==> config.mk <==
export PLATFORM = sky130hd
export DESIGN_NAME = vga_sync_gen
export DESIGN_NICKNAME = d
export VERILOG_FILES = /design/src/rtl/vga_sync_gen.sv
export SDC_FILE = /design/constraint.sdc
export NUM_CORES = 1
export LEC_CHECK = 0
export ABC_CLOCK_PERIOD_IN_PS = 3300
export BUFFER_PORTS_ARGS = -buffer_cell sky130_fd_sc_hd__buf_4
export CORE_UTILIZATION = 53
export DETAILED_ROUTE_END_ITERATION = 10
export PLACE_DENSITY = 0.76
export SYNTH_ARGS = -nofsm -noshare
export SYNTH_HDL_FRONTEND = slang
export SYNTH_SLANG_ARGS = --single-unit
==> constraint.sdc <==
create_clock -name clk -period 3.3 [get_ports clk]
set_clock_uncertainty 0.2 [all_clocks]
set_input_delay 0.33 -clock clk [delete_from_list [all_inputs] [get_ports clk]]
set_output_delay 0.33 -clock clk [all_outputs]
set_load 0.02 [all_outputs]
==> src/rtl/vga_sync_gen.sv <==
// Raster timing generator: walks (h,v) across the full VGA frame on each pixel tick
// and emits registered sync, active-video, coordinate and line/frame strobes.
module vga_sync_gen #(
  parameter int H_ACTIVE  = 640,
  parameter int H_FP      = 16,
  parameter int H_SYNC    = 96,
  parameter int H_BP      = 48,
  parameter int V_ACTIVE  = 480,
  parameter int V_FP      = 10,
  parameter int V_SYNC    = 2,
  parameter int V_BP      = 33,
  parameter bit SYNC_POL  = 1'b0,
  parameter int bit_width = 10
) (
  input  logic                 clk,
  input  logic                 rst,
  input  logic                 clk_en,
  output logic                 hsync,
  output logic                 vsync,
  output logic                 video_on,
  output logic [bit_width-1:0] pixel_x,
  output logic [bit_width-1:0] pixel_y,
  output logic                 line_start,
  output logic                 frame_start
);

  localparam int H_TOTAL = H_ACTIVE + H_FP + H_SYNC + H_BP;
  localparam int V_TOTAL = V_ACTIVE + V_FP + V_SYNC + V_BP;

  localparam logic [bit_width-1:0] H_LAST       = bit_width'(H_TOTAL - 1);
  localparam logic [bit_width-1:0] H_FP_START   = bit_width'(H_ACTIVE);
  localparam logic [bit_width-1:0] H_SYNC_START = bit_width'(H_ACTIVE + H_FP);
  localparam logic [bit_width-1:0] H_BP_START   = bit_width'(H_ACTIVE + H_FP + H_SYNC);

  localparam logic [bit_width-1:0] V_LAST       = bit_width'(V_TOTAL - 1);
  localparam logic [bit_width-1:0] V_FP_START   = bit_width'(V_ACTIVE);
  localparam logic [bit_width-1:0] V_SYNC_START = bit_width'(V_ACTIVE + V_FP);
  localparam logic [bit_width-1:0] V_BP_START   = bit_width'(V_ACTIVE + V_FP + V_SYNC);

  localparam logic [1:0] PH_ACTIVE = 2'd0;
  localparam logic [1:0] PH_FP     = 2'd1;
  localparam logic [1:0] PH_SYNC   = 2'd2;
  localparam logic [1:0] PH_BP     = 2'd3;

  // clk_en is a qualifier, not a handshake: every enabled edge advances one pixel,
  // there is no backpressure, and outputs are valid on every clk.

  logic [bit_width-1:0] h, v;
  logic [bit_width-1:0] h_nxt, v_nxt;
  logic                 h_wrap;
  logic [1:0]           h_state, v_state;
  logic [1:0]           h_state_nxt, v_state_nxt;

  // Phase entry is detected on the coordinate just being entered; the order lets
  // a zero-width phase hand over to the following one at the same position.
  function automatic logic [1:0] phase_next(
    input logic [1:0]           cur,
    input logic [bit_width-1:0] pos,
    input logic [bit_width-1:0] fp_start,
    input logic [bit_width-1:0] sync_start,
    input logic [bit_width-1:0] bp_start
  );
    logic [1:0] nxt;
    nxt = cur;
    if (pos == '0)              nxt = PH_ACTIVE;
    else if (pos == bp_start)   nxt = PH_BP;
    else if (pos == sync_start) nxt = PH_SYNC;
    else if (pos == fp_start)   nxt = PH_FP;
    return nxt;
  endfunction

  always_comb begin
    h_wrap = (h == H_LAST);
    h_nxt  = h_wrap ? '0 : h + 1'b1;
    v_nxt  = v;
    if (h_wrap) begin
      v_nxt = (v == V_LAST) ? '0 : v + 1'b1;
    end
  end

  always_comb begin
    h_state_nxt = phase_next(h_state, h_nxt, H_FP_START, H_SYNC_START, H_BP_START);
    v_state_nxt = v_state;
    if (h_wrap) begin
      v_state_nxt = phase_next(v_state, v_nxt, V_FP_START, V_SYNC_START, V_BP_START);
    end
  end

  // Reset parks the counters on the last pixel so the first tick lands on (0,0).
  always_ff @(posedge clk or negedge rst) begin
    if (!rst) begin
      h       <= H_LAST;
      v       <= V_LAST;
      h_state <= PH_BP;
      v_state <= PH_BP;
    end else if (clk_en) begin
      h       <= h_nxt;
      v       <= v_nxt;
      h_state <= h_state_nxt;
      v_state <= v_state_nxt;
    end
  end

  always_ff @(posedge clk or negedge rst) begin
    if (!rst) begin
      pixel_x     <= '0;
      pixel_y     <= '0;
      video_on    <= 1'b0;
      hsync       <= ~SYNC_POL;
      vsync       <= ~SYNC_POL;
      line_start  <= 1'b0;
      frame_start <= 1'b0;
    end else begin
      line_start  <= 1'b0;
      frame_start <= 1'b0;
      if (clk_en) begin
        pixel_x     <= h_nxt;
        pixel_y     <= v_nxt;
        video_on    <= (h_state_nxt == PH_ACTIVE) && (v_state_nxt == PH_ACTIVE);
        hsync       <= (h_state_nxt == PH_SYNC) ? SYNC_POL : ~SYNC_POL;
        vsync       <= (v_state_nxt == PH_SYNC) ? SYNC_POL : ~SYNC_POL;
        line_start  <= h_wrap;
        frame_start <= h_wrap && (v_nxt == '0);
      end
    end
  end

endmodule
==> results.txt, run 1 <==
The flow ran to the end, but the final reports show violations. The final reports fail on DRC. For this run, the slowest stage of the critical path takes 590 ps.

For the worst hold slack after final layout, the log shows 269 ps. The run gives 9.71 mm as the wire length of the first global-routing pass. After layout, the minimum clock period comes to 3170 ps. Counting flops with an async set or reset pin after synthesis yields a share of 100%. The number of nets handed over by synthesis was 295.

IR analysis of the VDD net gives a maximum drop of 0.000407 V. Global routing used 25.0% of the available tracks across all layers. The hold path depth was 3. In this run, distinct cell masters in the synthesized netlist total 56. The clock transition time at the flip-flop clock pins of the worst setup and hold paths works out to 80 ps. The repair_antennas step left the layout with diodes totalling 0.

The synthesized netlist occupies a cell area of 2520 um^2. For the worst flop-to-flop path, the logic depth is 10. Setup repair after global routing could not meet its margin everywhere.

Tracing the worst setup path back leads to its startpoint at h[1]$_DFFE_PN1P_. The critical path runs through a total of 10 cells. For this run, global-route usage on met3 was measured as 4.42%. Entering global routing, the biggest net connects 50 pins. The clock passes through at most 2 buffers. The final layout contains routed wiring with a total length of 5.90 mm. In the layout the commonest cells are buf_4 (40), nand2_1 (28), nor2_1 (26). The tools report the number of buffers added by the clock tree synthesis step as 5. Timing would allow up to 315 MHz. The startpoint of the most critical register-to-register path was h[1]$_DFFE_PN1P_.

The synthesis-to-finish area growth is 14.6%, and the overall die height is 71.0 um. The total area inside the core boundary comes to 4470 um^2. In the final routed layout, each cell accounts on average for 16.3 um. Counting tap cells, the placed design contains a total of 351 instances. The count of nets left with antenna violations once routing finished came out at 0.

After layout, the worst path uses 96.1% of the clock period. The tools report the number of setup violations in the final report as 0. The tool flagged a number of max-cap violations equal to 0. Minimum setup slack after placement: 67.2 ps. The number of enable flip-flop cells after synthesis was 0; the total via count after detailed routing was 2177. STA classifies the critical path endpoint as a flop.

The tools report the master cell of the clock root buffer as clkbuf_8. The run gives 1967 as the number of global-route vias before repair. Global routing finished with a remaining overflow of 0. The sequential fraction of the synthesis area is 39.5%, and the number of vias per cell after detailed routing is 6.03.

For met2 alone, demand over resource in global routing was 36.0%. The critical path class is flop to flop. TritonCTS built the clock tree. For the worst slew margin relative to its limit, the log shows 61.3%. Leakage power total: 1.19 nW.

For this run, design rule violations remaining after detail routing come to 2. The worst hold path belongs to the class input pin to flop. The H-tree generated during clock tree synthesis spans 2 levels. Worst hold path endpoint: h[3]$_DFFE_PN1P_. The area enclosed by the die boundary is 5040 um^2, and the average cell area after synthesis is 8.75 um^2. Sum of buffers and inverters on the critical path: 1.

The tools report the final count of pins violating max slew as 0. STA puts the critical path data required time at 3310 ps. Synthesis inferred 39 register bits. The congestion estimate from routability-driven global placement came to 0.951. The run gives 0 as the total count of hold-check failures in the final report.

In the synthesized netlist the dominant register cell turns out to be dfrtp_1. The tools report the detailed router's first-iteration violation count as 227. The actual transition at the worst max-transition pin is 577 ps, and the count of placed standard cells in the final layout, fillers left out is 361.

The later-pin clock latency in the skew report was 280 ps. Category of cells accounting for the largest share of critical-path delay: simple AND/OR/NAND/NOR gates. Counting every instance in the synthesized netlist gives 288.

Launching element type of the critical path: a flop. For the total power after layout, the log shows 1.71 mW. The largest fanout on the critical path came out at 11.

Number of port buffers: 27. Reg2reg setup slack: 130 ps. The layer with the highest usage is met1. The initialized floorplan defines 24 standard-cell rows.

The number of antenna violations at the first check in global routing is 0. The critical path goes through ha_1, nor4b_4, nand3_2, buf_4, nor2_1, a31oi_4, xnor2_1, nor3_1, a31oi_1, o32a_1. In the final layout, the share of cells above drive strength 1 is 25.2%. Endpoint of the worst register-to-register path: vsync$_DFFE_PN1P_. For this run, global-route usage on met1 was measured as 38.2%. The number of detailed-route iterations in the first pass is 7, and the die outline width is 71.0 um.

Once routing completed, OpenROAD measured the worst setup slack at 129 ps. For the worst setup path, the data arrival time is 3180 ps. The total number of yosys warnings came out at 0. The critical hold path startpoint is clk_en. The leading cell type in the layout, fill and taps excluded was buf_4. The final layout contains 315 nets.

Number of top-level pins: 28. After legalization and detailed placement, the total HPWL measured 4.09 mm. For this design, the sink count on the clock tree is 39.

The power density of the placed cells came out at 592 nW/um^2. Once the floorplan was initialized, standard cells occupied 56.3% of the core. Slowest cell on the critical path: dfstp_2.
==> logic make-up after synthesis <==
| kind of cell | after synthesis | synth area share, % |
|---|---|---|
| xor gates and xnor gates | 19 | 6.60 |
| DFF | 39 | 39.5 |
| AOI/OAI and AO/OA | 74 | 19.1 |
| adders and majority gates | 4 | 1.99 |
| buffers and inverters | 41 | 8.73 |
| muxes | 2 | 0.844 |
| and+or+nand+nor | 109 | 23.2 |
==> area by class of cell <==
cell class,count,area [um^2]
Tap cell,52,65.1
Clock inverter,2,35.0
Sequential cell,39,996
Timing Repair Buffer,41,310
Multi-Input combinational cell,208,1350
Clock buffer,6,82.6
Fill cell,372,1580
Inverter,13,48.8
==> metrics by stage <==
stage,cell area [um^2],TNS [ps],util [%]
final,2890,0,64.6
after floorplan,2520,0,-
after global placement,2710,0,60.5
after global routing,2890,-30.6,64.6
after CTS,2840,0,63.4
after detailed placement,2710,0,60.5
==> where the power goes <==
group          total [mW]  internal (mW)  leakage (nW)  switching (mW)
Clock               0.419          0.245        0.0612           0.174
Sequential          0.713          0.604         0.441           0.108
Combinational       0.579          0.239         0.689           0.340
==> how the worst max path moves through the flow <==
stage	endpoint	slack (ps)
global placement	video_on$_DFFE_PN0P_	150
finish	vsync$_DFFE_PN1P_	130
floorplan	video_on$_DFFE_PN0P_	80
detailed placement	video_on$_DFFE_PN0P_	70
CTS	vsync$_DFFE_PN1P_	40
global route	vsync$_DFFE_PN1P_	-30
==> synthesized netlist by cell type (5+ instances only) <==
cell | count | area (um^2)
nand2_1 | 28 | 105
clkbuf_1 | 7 | 26.3
nand3_1 | 10 | 50.1
o31ai_1 | 6 | 45.0
o21a_1 | 5 | 37.5
nor2_1 | 26 | 97.6
o21ai_0 | 16 | 80.1
nand4_1 | 7 | 43.8
dfrtp_1 | 23 | 576
nor3_1 | 7 | 35.0
buf_4 | 10 | 75.1
a21oi_1 | 19 | 95.1
a31oi_1 | 5 | 31.3
dfstp_2 | 16 | 420
buf_2 | 5 | 25.0
inv_1 | 13 | 48.8
xnor2_1 | 15 | 131
nor4_1 | 5 | 31.3
==> layer usage <==
metal | up-vias | wire length (um) | part of all wire (%)
met2 | 84 | 2620 | 44
met5 | - | 0 | 0
met1 | 1019 | 2860 | 48
met3 | 7 | 350 | 5.9
met4 | 0 | 72 | 1.2
li1 | 1067 | - | -
==> what timing repair did <==
item,CTS,global route
setup buffers,0,1
gates resized for setup,0,8
hold endpoints to repair,23,0
setup endpoints to repair,0,5
hold buffers,1,0
==> flip-flops by register name, summed over array words and instances, names as in the netlist <==
name	count
v_state	2
hsync	1
v	10
h_state	2
line_start	1
vsync	1
frame_start	1
video_on	1
h	10
pixel_y	3
pixel_x	7
==> worst reg2reg max path, delay by kind of cell, from the launching register on <==
family / cells / cell delay [ps]
xor gates and xnor gates: 1 / 160
AOI/OAI and AO/OA: 3 / 710
and+or+nand+nor: 4 / 1030
adders and majority gates: 1 / 180
DFF: 1 / 590
buffers and inverters: 1 / 220
(Power assumes the default switching activity.)
==> run 2, diff against run 1 <==
==> constraint.sdc (replaced) <==
create_clock -name clk -period 3.3 [get_ports clk]
set_clock_uncertainty 0.2 [all_clocks]
set_input_delay 0.66 -clock clk [delete_from_list [all_inputs] [get_ports clk]]
set_output_delay 0.66 -clock clk [all_outputs]
set_load 0.02 [all_outputs]
==> results.txt, run 2 (synthesis results as in run 1) <==
The run gives 314 (-0.32%) as the final net count. The endpoint of the worst register-to-register path was vsync$_DFFE_PN1P_. The final estimated routing congestion in global placement came out at 0.951 (unchanged). Reg2reg setup slack: 90 ps (-40 ps).

The run gives 2 (unchanged) as the number of H-tree levels. The die outline width is 71.0 um (unchanged). TritonCTS built the clock tree.

The master cell of the clock root buffer is clkbuf_8. The final reports fail on DRC. Overall routed net length: 5.94 mm (+0.73%). The logs give 2181 (+0.18%) for the total via count after detailed routing and 24 (unchanged) for the row count. The largest net degree at the start of global routing was 50 (unchanged); the reported max-cap violation count was 0 (unchanged). The average wire per cell in the routed design came out at 16.5 um (+1.0%).

In the layout the commonest cells are buf_4 (40), nand2_1 (28), nor2_1 (26). The synthesis-to-finish area growth came out at 14.2%. The number of global-route vias before repair is 1955 (-0.61%). The worst vdd rail ir drop is 0.000408 V (+0.14%), and the total grt overflow is 0 (unchanged).

Final count of pins violating max slew: 0 (unchanged). The leading cell type in the layout, fill and taps excluded was buf_4. The path type of the worst min-delay path was input pin to async pin.

The run gives 9.70 mm (about the same) as the wire length of the first global-routing pass. The tools report the number of buffers between clock root and the deepest sink as 2 (unchanged). The detailed router's first-iteration violation count came out at 207 (-8.8%).

The setup path with the least slack is of type flop to flop. The share of cells above drive strength 1 is 25.3% (+0.082 points), and the clock transition time at the flip-flop clock pins of the worst setup and hold paths is 80 ps (about the same). The overall die height works out to 71.0 um (unchanged).

In the final layout, the registers with the most flip-flops are h: 10 flops, v: 10 flops, pixel_x: 7 flops. The tools report the number of detailed-route iterations in the first pass as 8 (+1). For the number of antenna-violating nets in the routed design, the log shows 0 (unchanged). The number of setup violations in the final report is 0 (unchanged). The largest fanout on the critical path came out at 11 (unchanged). The run gives 0 (unchanged) as the diode insertion count for antenna repair.

The run gives 372 (unchanged) as the number of fill cells. The sum of net half-perimeters after detailed placement was 4.09 mm (unchanged); the overall routing resource usage was 25.0% (unchanged). The startpoint identified for the worst register-to-register timing path is h[1]$_DFFE_PN1P_. The run gives 60.9% (-0.43 points) as the worst slew margin relative to its limit.

For the number of hold buffers added after CTS, the log shows 0 (-1). Type of element capturing the critical path: a flop. The number of vias per cell after detailed routing works out to 6.06 (+0.46%). Setup repair after global routing could not meet its margin everywhere. The remaining design rule violation count was 2 (unchanged). Share of the clock period used by the worst path after layout: 97.2% (+1.1 points). STA classifies the critical path startpoint as a flop. The run gives 93.0 ps (-36.5 ps) as the setup slack after layout. The actual transition at the worst max-transition pin is 583 ps (+6.49 ps). The floorplan core area is 4470 um^2 (unchanged), and the worst endpoint data arrival time is 3220 ps (+40 ps). For the timing-limited maximum frequency, the log shows 312 MHz (-1.1%). The power density of the placed cells is 595 nW/um^2 (+0.53%), and the number of port buffers is 27 (unchanged).

The later-pin clock latency in the skew report was 290 ps (about the same); the post-layout minimum cycle time was 3210 ps (+36.5 ps). The required time of the critical path is 3310 ps (about the same). The starting utilization of the core area was 56.3% (unchanged).

The minimum setup slack after placement is 67.2 ps (unchanged), and the number of antenna violations at the first check in global routing is 0 (unchanged). The run finished, with violations left. For the number of buffers added by the clock tree synthesis step, the log shows 5 (unchanged). The run gives 0 (unchanged) as the total count of hold-check failures in the final report. The run gives 1.19 nW (-0.35%) as the leakage power total. The clock sink total was 39 (unchanged); the number of top-level pins was 28 (unchanged).

The logs give 5040 um^2 (unchanged) for the area enclosed by the die boundary and 64.4% (-0.22 points) for the share of the core filled with cells. The number of cells traversed by the worst register-to-register path is 10 (unchanged).
[run 2: repair_timing]
item	4_1_cts	5_1_grt
endpoints found under the setup margin	0	5
setup buffers	0	1
gates resized for setup	0	8
[run 2: cell type report]
cell class | instances | area [um^2] | area share, %
clock buffer | 6 | 82.6 | 2.87
clock inverter | 2 | 35.0 | 1.22
inverter | 13 | 48.8 | 1.69
multi-input combinational | 208 | 1350 | 47.0
sequential | 39 | 996 | 34.6
tap | 52 | 65.1 | 2.26
timing repair buffer | 40 | 300 | 10.4
[run 2: power by group]
group | internal, mW | leakage (nW) | switching [mW] | total [mW]
registers | 0.604 | 0.441 | 0.108 | 0.712
logic | 0.238 | 0.685 | 0.341 | 0.579
clock network | 0.245 | 0.0612 | 0.177 | 0.422
total | 1.09 | 1.19 | 0.626 | 1.71
[run 2: worst max-delay path, cell delays in order, from the launching register on]
cell     delay [ps]
dfstp_2         590
ha_1            180
nor4b_4         320
nand3_2         200
buf_4           220
nor2_1          310
a31oi_4         180
xnor2_1         160
nor3_1          220
a31oi_1         160
o32a_1          380
[run 2: through the flow]
step	area, um^2	hold WS, ps	setup TNS, ps	cells	total power [mW]
after global routing	2880	178	-30.6	360	1.80
after global placement	2710	272	0	351	1.27
after CTS	2830	149	0	359	1.71
after floorplan	2520	164	0	288	1.12
after detailed placement	2710	273	0	351	1.28
final	2880	135	0	360	1.71
[run 2: worst max path at each step]
stage                           from              endpoint  slack [ps]  cells past startpoint
floorplan           h[0]$_DFFE_PN1P_  video_on$_DFFE_PN0P_          80                     12
global placement    h[1]$_DFFE_PN1P_  video_on$_DFFE_PN0P_         150                     11
detailed placement  h[1]$_DFFE_PN1P_  video_on$_DFFE_PN0P_          70                     11
CTS                 h[1]$_DFFE_PN1P_     vsync$_DFFE_PN1P_          40                     11
global route        h[1]$_DFFE_PN1P_     vsync$_DFFE_PN1P_         -30                     10
finish              h[1]$_DFFE_PN1P_     vsync$_DFFE_PN1P_          90                     10
[run 2: metal layers]
metal / routed length [um] / GRT usage [%] / up-vias
met3: 352 / 4.42 / 11
met2: 2650 / 36.2 / 90
met1: 2860 / 38.1 / 1015
met5: 0 / 0 / -
li1: - / - / 1065
met4: 80 / 7.33 / 0
